<file path="config.mk">
export PLATFORM = sky130hd
export DESIGN_NAME = pipe_ctrl_flat
export DESIGN_NICKNAME = d
export VERILOG_FILES = /design/src/rtl/pipe_ctrl_if.sv /design/src/rtl/pipe_ctrl.sv /design/src/flat_wrapper.sv
export SDC_FILE = /design/constraint.sdc
export NUM_CORES = 1
export LEC_CHECK = 0
export ABC_CLOCK_PERIOD_IN_PS = 3000
export BUFFER_PORTS_ARGS = -buffer_cell sky130_fd_sc_hd__buf_4
export CAP_MARGIN = 20
export CORE_AREA = 2 2 99 101
export CTS_CLUSTER_SIZE = 30
export DETAILED_ROUTE_END_ITERATION = 10
export DIE_AREA = 0 0 101 103
export PLACE_DENSITY = 0.78
export SLEW_MARGIN = 20
export SYNTH_ARGS = -nofsm -noshare
export SYNTH_HDL_FRONTEND = slang
export SYNTH_SLANG_ARGS = --single-unit
</file>
<file path="constraint.sdc">
create_clock -name clk -period 3 [get_ports clk]
set_input_delay 0.45 -clock clk [delete_from_list [all_inputs] [get_ports clk]]
set_output_delay 0.45 -clock clk [all_outputs]
set_load 0.005 [all_outputs]
</file>
<file path="src/rtl/pipe_ctrl_if.sv">
// pipe_ctrl_if: stall-request / exception inputs and stall, flush, redirect
// and counter outputs of the pipeline control unit.
interface pipe_ctrl_if;
  logic        stallreq_from_id;
  logic        stallreq_from_ex;
  logic        stallreq_from_mem;
  logic [31:0] excepttype;
  logic [31:0] cp0_epc;
  logic        clr_cnt;
  logic [5:0]  stall;
  logic        flush;
  logic [31:0] new_pc;
  logic [31:0] stall_cycles;
  logic [15:0] flush_count;
  logic        stall_timeout;

  modport master (
    output stallreq_from_id, stallreq_from_ex, stallreq_from_mem,
    output excepttype, cp0_epc, clr_cnt,
    input  stall, flush, new_pc, stall_cycles, flush_count, stall_timeout
  );

  modport slave (
    input  stallreq_from_id, stallreq_from_ex, stallreq_from_mem,
    input  excepttype, cp0_epc, clr_cnt,
    output stall, flush, new_pc, stall_cycles, flush_count, stall_timeout
  );
endinterface

</file>
<file path="src/rtl/pipe_ctrl.sv">
// pipe_ctrl: merges ID/EX/MEM stall requests into the stage stall vector,
// runs the two-cycle exception flush with redirect PC, and keeps stall and
// flush performance counters.
// Optional stall watchdog: define PIPE_CTRL_STALL_WDT_EN.
module pipe_ctrl #(
  parameter logic [31:0] INT_VECTOR = 32'h0000_0020,
  parameter logic [31:0] EXC_VECTOR = 32'h0000_0040,
  parameter int unsigned WDT_LIMIT  = 1024
) (
  input logic        clk,
  input logic        rst,
  pipe_ctrl_if.slave bus
);

  localparam logic [31:0] ERET_CODE = 32'h0000_000e;
  localparam logic [31:0] INT_CODE  = 32'h0000_0001;

  typedef enum logic {IDLE, FLUSH} state_t;

  state_t      state;
  state_t      state_nx;
  logic [31:0] pc_q;
  logic [31:0] pc_sel;
  logic [5:0]  stall_c;
  logic        flush_c;
  logic [31:0] new_pc_c;
  logic        accept_c;
  logic [31:0] stall_cnt;
  logic [15:0] flush_cnt;
  logic        timeout_q;

  // A zero limit would make the watchdog meaningless
  if (WDT_LIMIT == 0) begin : g_limit_chk
    $error("WDT_LIMIT must be nonzero");
  end

  // Redirect target for the exception presented this cycle
  always_comb begin
    pc_sel = EXC_VECTOR;
    if (bus.excepttype == ERET_CODE) begin
      pc_sel = bus.cp0_epc;
    end else if (bus.excepttype == INT_CODE) begin
      pc_sel = INT_VECTOR;
    end
  end

  // Next state and zero-latency stall/flush/redirect outputs
  always_comb begin
    state_nx = state;
    stall_c  = '0;
    flush_c  = 1'b0;
    new_pc_c = '0;
    accept_c = 1'b0;
    case (state)
      IDLE: begin
        if (bus.excepttype != '0) begin
          flush_c  = 1'b1;
          new_pc_c = pc_sel;
          accept_c = 1'b1;
          state_nx = FLUSH;
        end else if (bus.stallreq_from_mem) begin
          stall_c = 6'b011111;
        end else if (bus.stallreq_from_ex) begin
          stall_c = 6'b001111;
        end else if (bus.stallreq_from_id) begin
          stall_c = 6'b000111;
        end
      end
      FLUSH: begin
        flush_c  = 1'b1;
        new_pc_c = pc_q;
        state_nx = IDLE;
      end
      default: state_nx = IDLE;
    endcase
  end

  // State and captured redirect PC
  always_ff @(posedge clk or posedge rst) begin
    if (rst) begin
      state <= IDLE;
      pc_q  <= '0;
    end else begin
      state <= state_nx;
      if (accept_c) pc_q <= pc_sel;
    end
  end

  // Performance counters; clear beats a same-cycle increment
  always_ff @(posedge clk or posedge rst) begin
    if (rst) begin
      stall_cnt <= '0;
      flush_cnt <= '0;
    end else if (bus.clr_cnt) begin
      stall_cnt <= '0;
      flush_cnt <= '0;
    end else begin
      if (stall_c[0] && (stall_cnt != 32'hFFFF_FFFF)) stall_cnt <= stall_cnt + 32'd1;
      if (accept_c) flush_cnt <= flush_cnt + 16'd1;
    end
  end

`ifdef PIPE_CTRL_STALL_WDT_EN
  logic [31:0] wdt_cnt;

  // Consecutive-stall watchdog; timeout is sticky until reset
  always_ff @(posedge clk or posedge rst) begin
    if (rst) begin
      wdt_cnt   <= '0;
      timeout_q <= 1'b0;
    end else if (!stall_c[0] || flush_c) begin
      wdt_cnt <= '0;
    end else begin
      if (wdt_cnt < 32'(WDT_LIMIT)) wdt_cnt <= wdt_cnt + 32'd1;
      if (wdt_cnt >= 32'(WDT_LIMIT - 1)) timeout_q <= 1'b1;
    end
  end
`else
  assign timeout_q = 1'b0;
`endif

  assign bus.stall         = stall_c;
  assign bus.flush         = flush_c;
  assign bus.new_pc        = new_pc_c;
  assign bus.stall_cycles  = stall_cnt;
  assign bus.flush_count   = flush_cnt;
  assign bus.stall_timeout = timeout_q;

endmodule

</file>
<file path="src/flat_wrapper.sv">
// flat-port wrapper written by rule: the top's interface ports become plain ports
module pipe_ctrl_flat 
#(
  parameter logic [31:0] INT_VECTOR = 32'h0000_0020,
  parameter logic [31:0] EXC_VECTOR = 32'h0000_0040,
  parameter int unsigned WDT_LIMIT  = 1024
)
  (clk, rst, bus_stallreq_from_id, bus_stallreq_from_ex, bus_stallreq_from_mem, bus_excepttype, bus_cp0_epc, bus_clr_cnt, bus_stall, bus_flush, bus_new_pc, bus_stall_cycles, bus_flush_count, bus_stall_timeout);
  pipe_ctrl_if bus_i ();
  input logic clk;
  input logic rst;
  input wire logic [$bits(bus_i.stallreq_from_id)-1:0] bus_stallreq_from_id;
  input wire logic [$bits(bus_i.stallreq_from_ex)-1:0] bus_stallreq_from_ex;
  input wire logic [$bits(bus_i.stallreq_from_mem)-1:0] bus_stallreq_from_mem;
  input wire logic [$bits(bus_i.excepttype)-1:0] bus_excepttype;
  input wire logic [$bits(bus_i.cp0_epc)-1:0] bus_cp0_epc;
  input wire logic [$bits(bus_i.clr_cnt)-1:0] bus_clr_cnt;
  output wire logic [$bits(bus_i.stall)-1:0] bus_stall;
  output wire logic [$bits(bus_i.flush)-1:0] bus_flush;
  output wire logic [$bits(bus_i.new_pc)-1:0] bus_new_pc;
  output wire logic [$bits(bus_i.stall_cycles)-1:0] bus_stall_cycles;
  output wire logic [$bits(bus_i.flush_count)-1:0] bus_flush_count;
  output wire logic [$bits(bus_i.stall_timeout)-1:0] bus_stall_timeout;
  assign bus_i.stallreq_from_id = bus_stallreq_from_id;
  assign bus_i.stallreq_from_ex = bus_stallreq_from_ex;
  assign bus_i.stallreq_from_mem = bus_stallreq_from_mem;
  assign bus_i.excepttype = bus_excepttype;
  assign bus_i.cp0_epc = bus_cp0_epc;
  assign bus_i.clr_cnt = bus_clr_cnt;
  assign bus_stall = bus_i.stall;
  assign bus_flush = bus_i.flush;
  assign bus_new_pc = bus_i.new_pc;
  assign bus_stall_cycles = bus_i.stall_cycles;
  assign bus_flush_count = bus_i.flush_count;
  assign bus_stall_timeout = bus_i.stall_timeout;
  pipe_ctrl #(.INT_VECTOR(INT_VECTOR), .EXC_VECTOR(EXC_VECTOR), .WDT_LIMIT(WDT_LIMIT)) u_core (.clk(clk), .rst(rst), .bus(bus_i));
endmodule
</file>
==> impl_metrics.yaml, run 1 <==
timing:
  post-route-period-util_pct: 90.43
  post-route-min-period_ns: 2.713
  fmax_ghz: 0.3686
  hold_viol: 0
  relSlewSlack_pct: 39.60
  final-max-slew-violation-count: 0
  hold_ws_ns: 0.1850
  tightest_slew_ns: 0.8991
  fin_skew_ns: 0.01197
  setup_tns_ns: 0
  setup_viol: 0
  rsz0062_at_grt: "false"
cells_and_area:
  instances_no_fill: 732
  drive_gt1_share_pct: 33.01
  final_nets: 685
  area_delta_synth_final_pct: 32.55
  n_antenna_cell: 0
setup_path:
  critical_path_class: "input pin to primary output"
  crit_path_top_delay_cell: "nor4_2"
  cp_cell_sequence: "buf_4 -> nor4_2 -> and3_1 -> nand2_1 -> nor3_2 -> buf_12 -> a22o_1 -> buf_4"
  rr_worst_depth: 5
  slowest_delay_ns: 0.45
  crit_path_frequent_cell: "buf_4"
  cp.arrival_ns: 2.26
  ff2ff_setup_slack_ns: 0.60
  r2r-start: "u_core.bus.stall_cycles[8]"
  critPathLaunchType: "input pin"
  worstSetupEndpointType: "primary output"
  r2r_end: "u_core.bus.stall_cycles[28]"
  critPathMaxFanout: 58
  critPathRequiredTime_ns: 2.55
floorplanning:
  fp.dieW_um: 101
  fp.dieH_um: 103
  core_um2: 9459
  fp-row-count: 36
  dieArea_um2: 10400
  start_util_pct: 48.60
  boundaryPins: 158
clock_network:
  holdBufCountCts: 0
  cts_tree: "done"
  root_buffer: "clkbuf_8"
  h-tree-depth: 3
  clk_pin_slew_ns: 0.09
  cts_setup_buffers: 0
  clk_latency_ns: 0.35
  clockBufferDepth: 2
  clock-sinks: 81
  cts_buffers: 9
  cts_resized: 0
place:
  place.gp.congestion: 0.8670
  io_buffers: 155
  dpl.cell_count: 716
  hpwlAfterDp_um: 9355
yosys:
  synth_area_leader_cell: "dfrtp_1"
  synth-compound-area-share_pct: 23.33
  ys_types: 51
  synth_xor_area_share_pct: 0.5716
  synth_flop_cell: "dfrtp_1"
  synth-simple-area-share_pct: 25.42
  synth.most_common_cell: "dfrtp_1"
  ys_ff_latch: 81
  synth_common_cells: "81 x dfrtp_1, 58 x a22o_1, 37 x a21oi_1"
  synth-edff-count: 0
  synth-async-reset-ratio_pct: 100.0
  seq_area_frac_synth_pct: 44.09
  netlist_area_um2: 4597
  synth_area_leaders: "dfrtp_1 44%, a22o_1 11%, or4_1 5.7%, o31ai_1 5.1%, a21oi_1 4.0%"
  synthAdderAreaFrac_pct: 0.5444
  netlist_instances: 473
  avgSynthCellArea_um2: 9.719
  yosysWarnings: 0
  synth_top_family_by_area: "simple AND/OR/NAND/NOR gates"
  synth_mux_area_share_pct: 1.170
  synth_top_area_share_pct: 44.09
global_route:
  grt_max_degree: 59
  grt_pass1_vias: 4134
  track_usage_pct: 24.51
  antenna_found_initial: 0
  grt-ovfl-total: 0
  grt_pass1_wl_um: 20470
power_and_ir_drop:
  p_clk_share_pct: 43.9
  max-vdd-ir-drop_mv: 0.2532
  comb_power_share_pct: 6.3
  p_leak_nw: 2.739
  seq_power_share_pct: 49.8
  switching_share_pct: 21.80
  internal_power_mw: 1.720
  power_density_nw_per_um2: 361.1
  switching_power_uw: 479.7
detailed_routing:
  vias: 4531
  ant_nets: 0
  drt_iter0_markers: 252
  wl_per_cell_um: 17.64
  via_per_inst: 6.190
  firstDrtPassIters: 5
  drt_drc_violations_left: 0
  totalWireLength_um: 12910
hold_path:
  min_path_type: "input pin to async pin"
job:
  max-cap-violations: 0
status:
  status: "finished, final reports clean"
==> worst max-delay path, delay by kind of cell <==
kind,cells,cell delay (ns)
buffers and inverters,3,0.50
AOI/OAI and AO/OA,1,0.18
and+or+nand+nor,4,1.11
==> stage by stage <==
step                area (µm²)  total power [mW]  utilization [%]  worst slack (ns)
global placement          5853             1.254            61.88            0.3095
CTS                       6093             2.213            64.42            0.3111
detailed placement        5853             1.257            61.88            0.2820
floorplan                 4601             1.156                -            0.4699
global route              6093             2.274            64.42            0.1621
finish                    6093             2.200            64.42            0.2870
==> cell families after synthesis <==
logic type      after synthesis
simple gates                184
other cells                   1
mux                           5
xor+xnor                      3
fa+ha+maj                     2
compound gates              146
flops                        81
buf+inv                      51
==> sequential cells by signal, summed over array words and instances, names as in the netlist <==
signal                   cells
u_core.state                 1
u_core.pc_q                 32
u_core.bus.flush_count      16
u_core.bus.stall_cycles     32
==> power groups by stage <==
| stage | sequential (mW) | clock [mW] | combinational (mW) |
|---|---|---|---|
| after global placement | 1.12 | 0 | 0.138 |
| after floorplan | 1.12 | 0 | 0.0396 |
| after global routing | 1.10 | 1.03 | 0.151 |
| after detailed placement | 1.12 | 0 | 0.141 |
| after CTS | 1.09 | 0.977 | 0.141 |
| final | 1.09 | 0.966 | 0.139 |
==> worst max-delay path by stage <==
stage / from / endpoint
after floorplan: rst / u_core.bus.flush_count[0]
after detailed placement: bus_excepttype[19] / u_core.bus.stall_cycles[9]
after global placement: bus_excepttype[19] / u_core.bus.stall_cycles[9]
after CTS: bus_excepttype[19] / bus_new_pc[21]
final: bus_excepttype[19] / bus_new_pc[1]
after global routing: bus_excepttype[19] / bus_new_pc[1]
==> placed cells by master (no fill, tap or decap), types with 2 or more instances in the layout <==
cell / count
buf_4: 164
dfrtp_1: 81
a22o_1: 58
a21oi_1: 37
or4_1: 35
nand2_1: 32
o31ai_1: 31
nand4_1: 22
nor2_1: 17
nand3_1: 17
inv_1: 12
and3_1: 12
clkbuf_8: 9
nor4_2: 8
and4_1: 7
nor3_1: 7
o21ai_0: 7
or3_1: 5
nor2b_1: 4
nor4_1: 4
mux2_2: 3
bufinv_16: 3
mux2i_1: 2
or2_2: 2
o311ai_0: 2
o41ai_1: 2
clkinv_2: 2
and2_1: 2
xor2_1: 2
ha_1: 2
conb_1: 2
inv_6: 2
buf_12: 2
==> final cells by class <==
type / instances / area, µm²
multi-input combinational: 342 / 2362
inverter: 13 / 50.05
timing repair buffer: 166 / 1271
clock buffer: 10 / 127.6
fill: 761 / 3366
tap: 114 / 142.6
clock inverter: 6 / 112.6
sequential: 81 / 2027
==> routing by layer <==
metal  routed length, µm  part of all wire (%)  GRT usage, %
met5                   0                     0             0
met4                 187                   1.4         7.796
met3                1064                   8.2         5.831
met2                6055                    47         37.08
met1                5605                    43         35.01
Note: power is estimated with default switching activity, not from simulation.
==> run 2: changes to the inputs <==
ABC_CLOCK_PERIOD_IN_PS = default   (was 3000)
CELL_PAD_IN_SITES_DETAIL_PLACEMENT = 1   (was default)
CELL_PAD_IN_SITES_GLOBAL_PLACEMENT = 1   (was default)
CORE_AREA = 2 2 113 115   (was 2 2 99 101)
DIE_AREA = 0 0 115 117   (was 0 0 101 103)
PLACE_DENSITY = 0.79   (was 0.78)
==> impl_metrics.yaml, run 2 (same netlist as run 1, synthesis figures left out) <==
status:
  status: "finished, final reports clean"
clock_network:
  cts_resized: 0
  cts_setup_buffers: 0
  clockBufferDepth: 2
  cts_buffers: 9
  clk_pin_slew_ns: 0.07
  root_buffer: "clkbuf_16"
  clk_latency_ns: 0.34
  holdBufCountCts: 0
  clock-sinks: 81
  cts_tree: "done"
  h-tree-depth: 3
global_route:
  grt_max_degree: 59
  track_usage_pct: 22.76
  grt-ovfl-total: 0
  grt_pass1_wl_um: 24320
  antenna_found_initial: 0
  grt_pass1_vias: 4863
setup_path:
  cp_cell_sequence: "buf_4 -> nor4_2 -> and3_1 -> nand2_1 -> nor3_2 -> buf_12 -> a22o_1 -> buf_4"
  slowest_delay_ns: 0.40
  critPathLaunchType: "input pin"
  critPathMaxFanout: 58
  crit_end: "bus_new_pc[9]"
  cp.arrival_ns: 2.28
  crit_path_frequent_cell: "buf_4"
  worstSetupEndpointType: "primary output"
  ff2ff_setup_slack_ns: 0.46
  critPathRequiredTime_ns: 2.55
  critical_path_class: "input pin to primary output"
  startpoint: "bus_excepttype[20]"
  r2r-start: "u_core.bus.stall_cycles[4]"
  rr_worst_depth: 5
  r2r_end: "u_core.bus.stall_cycles[24]"
  crit_path_top_delay_cell: "nor4_2"
floorplanning:
  fp-row-count: 41
  start_util_pct: 37.34
  fp.dieW_um: 115
  dieArea_um2: 13460
  boundaryPins: 158
  fp.dieH_um: 117
  core_um2: 12310
power_and_ir_drop:
  power_density_nw_per_um2: 396.5
  p_clk_share_pct: 50.0
  p_leak_nw: 2.780
  internal_power_mw: 1.919
  max-vdd-ir-drop_mv: 0.2848
  comb_power_share_pct: 5.7
  switching_power_uw: 551.4
  seq_power_share_pct: 44.4
  switching_share_pct: 22.32
timing:
  hold_ws_ns: 0.1869
  post-route-min-period_ns: 2.733
  tightest_slew_ns: 0.9020
  setup_viol: 0
  final-max-slew-violation-count: 0
  hold_viol: 0
  post-route-period-util_pct: 91.10
  fmax_ghz: 0.3659
  setup_tns_ns: 0
  fin_skew_ns: 0.007253
  relSlewSlack_pct: 39.80
  rsz0062_at_grt: "false"
place:
  place.gp.congestion: 0.7900
  hpwlAfterDp_um: 11080
  io_buffers: 155
cells_and_area:
  layout_commonest_cell: "buf_4"
  final_cell_mix: "164 x buf_4, 81 x dfrtp_1, 58 x a22o_1, 37 x a21oi_1, 35 x or4_1"
  register_area_um2: 2027
  n_antenna_cell: 0
  final_nets: 685
  multi_input_area_um2: 2362
  drive_gt1_share_pct: 33.17
  area_delta_synth_final_pct: 35.49
  fillCellCount: 1386
job:
  max-cap-violations: 0
detailed_routing:
  firstDrtPassIters: 4
  ant_nets: 0
  drt_iter0_markers: 257
  vias: 4649
  drt_drc_violations_left: 0
  via_per_inst: 6.053
  wl_per_cell_um: 19.98
  totalWireLength_um: 15350
hold_path:
  min_path_type: "input pin to async pin"
run 2: worst min path at each step:
stage	start	to	slack [ns]	cells past startpoint
6_report	rst	u_core.pc_q[30]	0.19	2
5_1_grt	rst	u_core.pc_q[30]	0.24	2
4_1_cts	rst	u_core.pc_q[29]	0.21	2
3_5_place_dp	u_core.pc_q[6]	u_core.pc_q[6]	0.46	2
3_3_place_gp	u_core.pc_q[6]	u_core.pc_q[6]	0.45	2
2_1_floorplan	u_core.pc_q[6]	u_core.pc_q[6]	0.44	2
run 2: power groups by stage:
| stage | Combinational, mW | Sequential, mW | Clock [mW] |
|---|---|---|---|
| 4_1_cts | 0.142 | 1.10 | 1.25 |
| 5_1_grt | 0.153 | 1.10 | 1.30 |
| 3_3_place_gp | 0.138 | 1.12 | 0 |
| 2_1_floorplan | 0.0396 | 1.12 | 0 |
| 3_5_place_dp | 0.143 | 1.12 | 0 |
| 6_report | 0.140 | 1.10 | 1.23 |
run 2: critical path, delay by kind of cell:
kind                   cells  cell delay [ns]
AOI/OAI and AO/OA          1             0.18
buffers and inverters      3             0.50
and+or+nand+nor            4             1.14
run 2: per-layer routing:
layer | GRT usage, % | share of wire, %
met1 | 27.94 | 43
met2 | 39.53 | 49
met3 | 5.664 | 6.3
met4 | 7.309 | 1.6
met5 | 0 | 0
run 2: metrics by stage:
step                worst slack (ns)  area [µm²]  instances  utilization (%)  power [mW]
floorplan                     0.4699        4601        474                -       1.156
global placement              0.3474        5898        752            47.91       1.255
detailed placement            0.2667        5898        752            47.91       1.259
CTS                           0.2557        6228        768            50.59       2.488
global route                 0.09525        6228        768            50.59       2.546
finish                        0.2670        6228        768            50.59       2.470
run 2: cell type report:
type	instances	area share, %
clock buffers	10	3.837
flip-flops and latches	81	32.54
multi-input cells	342	37.93
inverters	13	0.8035
well taps	150	3.013
clock inverters	6	1.466
repair buffers	166	20.41
